### src/rtl/mem_port_arbiter.sv
// rtl/mem_port_arbiter.sv - single-outstanding memory port arbiter between instruction fetch and load/store
module mem_port_arbiter #(
  parameter int ADDR_W        = 32,
  parameter int MAX_LS_STREAK = 4
) (
  input  logic              clk_i,
  input  logic              rst_i,

  input  logic              if_req_i,
  input  logic [ADDR_W-1:0] if_addr_i,
  output logic              if_gnt_o,
  output logic              if_rvalid_o,
  output logic [31:0]       if_rdata_o,

  input  logic              ls_req_i,
  input  logic              ls_we_i,
  input  logic [3:0]        ls_be_i,
  input  logic [ADDR_W-1:0] ls_addr_i,
  input  logic [31:0]       ls_wdata_i,
  output logic              ls_gnt_o,
  output logic              ls_rvalid_o,
  output logic [31:0]       ls_rdata_o,

  output logic              mem_req_o,
  output logic              mem_we_o,
  output logic [3:0]        mem_be_o,
  output logic [ADDR_W-1:0] mem_addr_o,
  output logic [31:0]       mem_wdata_o,
  input  logic              mem_gnt_i,
  input  logic              mem_rvalid_i,
  input  logic [31:0]       mem_rdata_i,

  output logic              busy_o,
  output logic              err_o
);

  localparam int STREAK_W = $clog2(MAX_LS_STREAK + 1);
  localparam logic [STREAK_W-1:0] STREAK_MAX = STREAK_W'(MAX_LS_STREAK);

  typedef enum logic [1:0] {
    IDLE = 2'd0,
    ADDR = 2'd1,
    RESP = 2'd2
  } state_e;

  state_e              state_q, state_d;
  logic                owner_q, owner_d;   // 1 = LS owns the port, 0 = IF
  logic [STREAK_W-1:0] streak_q, streak_d;
  logic                err_q, err_d;

  logic ls_win;
  logic any_req;
  logic sel_ls;
  logic req;
  logic gnt;
  logic resp;

  // Fixed LS priority, overridden for IF once LS has won MAX_LS_STREAK times in a row
  always_comb begin
    any_req = ls_req_i || if_req_i;
    ls_win  = ls_req_i && !(if_req_i && (streak_q == STREAK_MAX));
  end

  // Transaction FSM: arbitrate in IDLE, hold the locked request in ADDR, wait for the response in RESP
  always_comb begin
    state_d = state_q;
    owner_d = owner_q;
    sel_ls  = owner_q;
    req     = 1'b0;
    gnt     = 1'b0;
    resp    = 1'b0;
    case (state_q)
      IDLE: begin
        sel_ls = ls_win;
        if (any_req) begin
          req     = 1'b1;
          owner_d = ls_win;
          if (mem_gnt_i) begin
            gnt     = 1'b1;
            state_d = RESP;
          end else begin
            state_d = ADDR;
          end
        end
      end
      ADDR: begin
        req = 1'b1;
        if (mem_gnt_i) begin
          gnt     = 1'b1;
          state_d = RESP;
        end
      end
      RESP: begin
        if (mem_rvalid_i) begin
          resp    = 1'b1;
          state_d = IDLE;
        end
      end
      default: state_d = IDLE;
    endcase
    // Reset silences every handshake output, including responses to an abandoned transaction
    if (rst_i) begin
      req  = 1'b0;
      gnt  = 1'b0;
      resp = 1'b0;
    end
  end

  // Streak tracks consecutive LS grants taken while IF was waiting; errors latch stray responses
  always_comb begin
    streak_d = streak_q;
    if (gnt) begin
      if (sel_ls && if_req_i) begin
        streak_d = (streak_q == STREAK_MAX) ? streak_q : streak_q + STREAK_W'(1);
      end else begin
        streak_d = '0;
      end
    end
    err_d = err_q | (mem_rvalid_i && (state_q != RESP));
  end

  // State registers with synchronous reset
  always_ff @(posedge clk_i) begin
    if (rst_i) begin
      state_q  <= IDLE;
      owner_q  <= 1'b0;
      streak_q <= '0;
      err_q    <= 1'b0;
    end else begin
      state_q  <= state_d;
      owner_q  <= owner_d;
      streak_q <= streak_d;
      err_q    <= err_d;
    end
  end

  // Memory-side request muxing; IF is always a full-word read
  always_comb begin
    mem_req_o   = req;
    mem_we_o    = 1'b0;
    mem_be_o    = 4'h0;
    mem_addr_o  = '0;
    mem_wdata_o = '0;
    if (req) begin
      if (sel_ls) begin
        mem_we_o    = ls_we_i;
        mem_be_o    = ls_be_i;
        mem_addr_o  = ls_addr_i;
        mem_wdata_o = ls_wdata_i;
      end else begin
        mem_be_o    = 4'hF;
        mem_addr_o  = if_addr_i;
      end
    end
  end

  // Requester-side grant and response routing; rdata is zero whenever rvalid is low
  always_comb begin
    if_gnt_o    = gnt && !sel_ls;
    ls_gnt_o    = gnt && sel_ls;
    if_rvalid_o = resp && !owner_q;
    ls_rvalid_o = resp && owner_q;
    if_rdata_o  = if_rvalid_o ? mem_rdata_i : 32'h0;
    ls_rdata_o  = ls_rvalid_o ? mem_rdata_i : 32'h0;
    busy_o      = (state_q != IDLE);
    err_o       = err_q;
  end

endmodule

### config.mk
export PLATFORM = sky130hd
export DESIGN_NAME = mem_port_arbiter
export DESIGN_NICKNAME = d
export VERILOG_FILES = /design/src/rtl/mem_port_arbiter.sv
export SDC_FILE = /design/constraint.sdc
export NUM_CORES = 1
export LEC_CHECK = 0
export CORE_AREA = 2 2 107 109
export CTS_CLUSTER_SIZE = 10
export DETAILED_ROUTE_END_ITERATION = 8
export DIE_AREA = 0 0 109 111
export GPL_ROUTABILITY_DRIVEN = 0
export PLACE_DENSITY_LB_ADDON = 0.25
export SYNTH_ARGS = -nofsm -noshare
export SYNTH_HDL_FRONTEND = slang
export SYNTH_SLANG_ARGS = --single-unit
### constraint.sdc
create_clock -name clk_i -period 3.17 [get_ports clk_i]
set_input_delay 0.4755 -clock clk_i [delete_from_list [all_inputs] [get_ports clk_i]]
set_output_delay 0.4755 -clock clk_i [all_outputs]
set_load 0.03 [all_outputs]
==> results of run 1 <==
-- worst paths after layout --
path | startpoint | to | slack [ns] | cells past startpoint
worst max-delay path | rst_i | mem_wdata_o[11] | 0.09 | 7
worst min-delay path | err_o | err_o | 0.48 | 2
worst max register to register | streak_q[0] | streak_q[2] | 1.42 | 6
worst min register to register | err_o | err_o | 0.48 | 2
-- cells in the final DEF, fill, tap and decap left out --
cell type,Yosys,final
a22o_1,2,2
nor3_2,0,1
dlymetal6s2s_1,0,18
o32a_1,1,1
a21oi_1,4,4
buf_12,0,3
and2_1,97,97
nand2b_1,2,2
a31oi_4,1,1
clkbuf_16,0,3
and3_1,3,3
mux2i_1,32,32
clkbuf_1,6,1
nor2_1,46,46
o32ai_1,1,1
nand3_1,1,1
dfxtp_1,7,7
ha_1,2,2
or2_1,2,2
nor4b_4,1,1
o21a_1,1,1
nand2_1,1,1
and3b_1,1,1
nor3_1,2,1
nor3b_1,1,1
nor2b_1,1,1
clkdlybuf4s50_1,0,192
inv_1,5,5
mux2_2,1,1
a2111oi_2,1,1
nor2_4,1,1
buf_4,1,75
-- cell usage after synthesis (2+ instances only) --
master and number:
or2_1 2, inv_1 5, and3_1 3, nand2b_1 2, nor3_1 2, a22o_1 2
nor2_1 46, dfxtp_1 7, and2_1 97, mux2i_1 32, buf_6 2, buf_2 8
ha_1 2, clkbuf_1 6, a21oi_1 4
-- area by class of cell --
class / count / area (sq um)
Clock buffer: 4 / 78.8
Tap cell: 143 / 179
Sequential cell: 7 / 140
Inverter: 5 / 18.8
Timing Repair Buffer: 288 / 2770
Fill cell: 1114 / 6530
Multi-Input combinational cell: 205 / 1360
-- cells by family (layout without fill, tap and decap cells) --
family,after synthesis,after routing,synth area share [%]
muxes,33,33,20.4
buffers and inverters,23,297,7.79
and+or+nand+nor,159,159,55.4
DFF,7,7,8.64
AOI/OAI and AO/OA,11,11,6.17
adders and majority gates,2,2,1.54
-- worst max-delay path, stage by stage --
cell,delay (ns)
clkdlybuf4s50_1,0.43
or2_1,0.26
or2_1,0.30
nor2_4,0.15
buf_12,0.16
and2_1,0.15
clkdlybuf4s50_1,0.67
-- power by group through the flow --
stage	Clock, mW	Combinational [mW]	Sequential [mW]
after CTS	0.223	0.635	0.0977
after global routing	0.230	0.663	0.0985
after detailed placement	0	0.632	0.0990
final	0.218	0.625	0.0978
after floorplan	0	0.297	0.0996
after global placement	0	0.630	0.0984
-- registers in the layout (all words and copies together), names as in the netlist --
| signal | cells |
|---|---|
| streak_q | 3 |
| err_o | 1 |
| owner_q | 1 |
| state_q | 2 |
-- per-layer routing --
metal / global-route usage, % / wire length, um / vias up
met5: 0 / 0 / -
met4: 1.62 / 31 / 0
met3: 3.47 / 809 / 3
met2: 23.3 / 4340 / 135
met1: 13.5 / 2960 / 1156
li1: - / - / 1301
-- metrics by stage --
step                power [mW]  hold slack (ns)  cells  worst slack [ns]
global route             0.992            0.504    652           0.00190
detailed placement       0.731            0.480    648            0.0581
global placement         0.728            0.466    648            0.0876
floorplan                0.397            0.448    235             0.801
CTS                      0.956            0.485    652            0.0506
finish                   0.940            0.482    652            0.0864
-- what timing repair did --
item / in CTS / in global routing
gates resized for setup: 0 / 19
endpoints found under the setup margin: 0 / 10
hold buffers: 0 / 0
==> results.yml, run 1 <==
clock_network:
  numCtsBuffers: 3
  cts_tree: "yes"
  clock_sinks: 7
  cts_root_buf: "clkbuf_16"
  clock_latency_ns: 0.23
  cts_max_path_buffers: 2
  h-tree-depth: 1
  cts_setup_buffers: 0
  path_clk_slew_ns: 0.04
floorplanning:
  die_h_um: 111
  fp-row-count: 39
  design.portCount: 279
  design.core.area_sq_mm: 0.0111
  die_w_um: 109
  dieArea_sq_mm: 0.0121
  start_util_pct: 14.7
sta:
  period_minus_slack_ns: 3.08
  slew_viol_final: 0
  hold_viol_final: 0
  max_clock_freq_mhz: 324
  fin_skew_ns: 0.000475
  rsz0062_at_grt: "no"
  worstMarginPinSlew_ns: 0.351
  setup_viol: 0
  fin_setup_tns_ns: 0
  finalCritPeriodShare_pct: 97.3
  max-slew-margin-rel_pct: 76.5
pwr:
  internal_power_mw: 0.597
  ir_drop_v: 0.000128
  powerDensity_mw_per_mm2: 207
  p_leak_nw: 2.32
  combPwrFrac_pct: 66.4
  seq_power_share_pct: 10.4
  p_sw_mw: 0.343
  sw_frac_of_total_pct: 36.5
  clockPowerShare_pct: 23.1
worst_hold_path:
  hp-class: "reg2reg"
final_layout:
  fin_nets: 651
  area_delta_synth_final_pct: 180
  stdcell_area_sq_mm: 0.00455
  drive_gt1_share_pct: 17.1
  final_core_util_pct: 41.1
  diodes: 0
synth:
  synth_fp_nets: 376
  syn-cell-area_sq_mm: 0.00162
  yosys_warnings: 0
  synth_area_leaders: "and2_1 37%, mux2i_1 20%, nor2_1 11%"
  synth-seq-cells: 7
  synth-main-ff-cell: "dfxtp_1"
  synth_edf_count: 0
  syn_area_per_cell_sq_um: 6.91
  synthArstFlopShare_pct: 0
  yosysSeqAreaShare_pct: 8.64
  synth.largest_area_cell: "and2_1"
  syn_inst: 235
  yosysTopAreaCellShare_pct: 37.4
  synth.distinct_cells: 30
grt:
  track_usage_pct: 12.3
  antenna_found_initial: 0
  overflow: 0
  grt_pass1_vias: 2530
  grt_max_degree: 41
  grt_pass1_wl_mm: 12.0
drt:
  drt_iter0_drc: 39
  post_drt_wl_per_cell_um: 12.5
  wl_mm: 8.14
  drc: 0
  via_count: 2595
  first_pass_iters: 4
  viasPerCell: 3.98
  drtAntennaViolNets: 0
setup_path:
  path_max_fanout: 33
  crit_required_ns: 2.69
  cp-start-kind: "primary input"
  worstPathArrival_ns: 2.61
  worstSetupPathType: "in2out"
  end_kind: "primary output"
flow_run:
  cap_violations: 0
place:
  place_area_sq_mm: 0.00442
  dp_hpwl_mm: 6.99
  port_buffers: 278
status:
  outcome: "finished clean"
(Power assumes the default switching activity.)
==> run 2, diff against run 1 <==
--- a/config.mk
+++ b/config.mk
@@ -11,6 +11,7 @@
 export DIE_AREA = 0 0 109 111
 export GPL_ROUTABILITY_DRIVEN = 0
 export PLACE_DENSITY_LB_ADDON = 0.25
+export SLEW_MARGIN = 20
 export SYNTH_ARGS = -nofsm -noshare
 export SYNTH_HDL_FRONTEND = slang
 export SYNTH_SLANG_ARGS = --single-unit
==> results of run 2 <==
No change in the layout: final DEF, timing and power equal those of run 1.
==> run 3, diff against run 2 <==
--- a/config.mk
+++ b/config.mk
@@ -11,7 +11,7 @@
 export DIE_AREA = 0 0 109 111
 export GPL_ROUTABILITY_DRIVEN = 0
 export PLACE_DENSITY_LB_ADDON = 0.25
-export SLEW_MARGIN = 20
+export REMOVE_ABC_BUFFERS = 1
 export SYNTH_ARGS = -nofsm -noshare
 export SYNTH_HDL_FRONTEND = slang
 export SYNTH_SLANG_ARGS = --single-unit
==> run 3 against run 2 <==
  * Final area grew 1.3%
  * Via count grew 0.23%
  * Largest cell class unchanged
  * First-iteration DRC count grew to 3.3 times the previous value
  * Hold slack lost 0.025 ns
  * Utilization grew 0.52 points
  * Register-to-register slack lost 0.06 ns
  * Final cell count grew 0.31%
  * Critical path type unchanged
==> results.yml, run 3 (synthesis gave the netlist of run 1 again) <==
final_layout:
  reg_top3: "streak_q: 3 flops, state_q: 2 flops"
  drive_gt1_share_pct: 20.0
  stdcell_area_sq_mm: 0.00461
  max_flop_register: "streak_q"
  fin_cells: 654
  largest_reg_flops: 3
  layout_common_cells: "165 x clkdlybuf4s50_1, 97 x and2_1, 87 x buf_4, 46 x nor2_1, 32 x mux2i_1"
  fin_nets: 653
  diodes: 0
  area_delta_synth_final_pct: 184
  final_core_util_pct: 41.6
  final_common_cell: "clkdlybuf4s50_1"
sta:
  holdWs_ns: 0.457
  rsz0062_at_grt: "no"
  fin_skew_ns: 0.00243
  worstMarginPinSlew_ns: 0.349
  max_clock_freq_mhz: 329
  max-slew-margin-rel_pct: 76.7
  slew_viol_final: 0
  worst_slack_ns: 0.128
  fin_setup_tns_ns: 0
  hold_viol_final: 0
  period_minus_slack_ns: 3.04
  finalCritPeriodShare_pct: 96.0
  setup_viol: 0
grt:
  antenna_found_initial: 0
  grt_max_degree: 37
  overflow: 0
  track_usage_pct: 12.8
  grt_pass1_wl_mm: 12.4
  grt_pass1_vias: 2491
clock_network:
  cts_max_path_buffers: 2
  path_clk_slew_ns: 0.04
  numCtsBuffers: 3
  clock_sinks: 7
  h-tree-depth: 1
  cts_setup_buffers: 0
  cts_root_buf: "clkbuf_16"
  clock_latency_ns: 0.23
  cts_tree: "yes"
place:
  pre_cts_ws_ns: 0.0433
  placed_cells: 650
  place_area_sq_mm: 0.00445
  dp_hpwl_mm: 7.53
  port_buffers: 278
drt:
  via_count: 2601
  first_pass_iters: 4
  drt_iter0_drc: 127
  drc: 0
  drtAntennaViolNets: 0
  wl_mm: 8.81
  post_drt_wl_per_cell_um: 13.5
  viasPerCell: 3.98
pwr:
  ir_drop_v: 0.000124
  p_leak_nw: 2.62
  powerDensity_mw_per_mm2: 205
  p_total_mw: 0.944
floorplanning:
  design.core.area_sq_mm: 0.0111
  die_w_um: 109
  design.portCount: 279
  die_h_um: 111
  start_util_pct: 14.7
  dieArea_sq_mm: 0.0121
  fp-row-count: 39
setup_path:
  end_kind: "primary output"
  worstPathArrival_ns: 2.57
  worstSetupPathType: "in2out"
  cp-start-kind: "primary input"
  path_max_fanout: 33
  crit_required_ns: 2.69
worst_hold_path:
  hp-class: "reg2reg"
flow_run:
  cap_violations: 0
status:
  outcome: "finished clean"
-- run 3: where the power goes --
| part | internal (mW) | leakage (nW) | switching, mW |
|---|---|---|---|
| Clock | 0.167 | 0.0382 | 0.0459 |
| Combinational | 0.340 | 2.53 | 0.293 |
| Sequential | 0.0930 | 0.0574 | 0.00428 |
-- run 3: final timing paths --
check | startpoint | to | slack (ns) | cells past startpoint
worst max-delay path | if_req_i | mem_addr_o[21] | 0.13 | 7
worst min register to register | err_o | err_o | 0.46 | 2
worst min-delay path | err_o | err_o | 0.46 | 2
worst max register to register | streak_q[0] | streak_q[2] | 1.36 | 8
-- run 3: timing repair --
item / CTS / global route
endpoints found under the hold margin: 0 / 0
gates resized for setup: 0 / 31
endpoints found under the setup margin: 0 / 31
hold buffers: 0 / 0
-- run 3: layout make-up --
cell class	instances	area, sq um
clock buffers	4	78.8
well taps	143	179
flip-flops and latches	7	140
fillers	1103	6470
repair buffers	290	2830
multi-input cells	205	1360
inverters	5	18.8
-- run 3: worst max-delay path: stages --
cell	delay, ns
clkdlybuf4s50_1	0.52
nand3_1	0.14
a31oi_4	0.24
buf_12	0.26
mux2i_1	0.11
nor2_1	0.09
clkdlybuf4s50_1	0.70
-- run 3: per-layer routing --
layer  wire length (um)  track usage (%)
met1               3080             13.2
met2               4590             25.5
met3               1030             3.00
met4                109             2.39
met5                  0                0
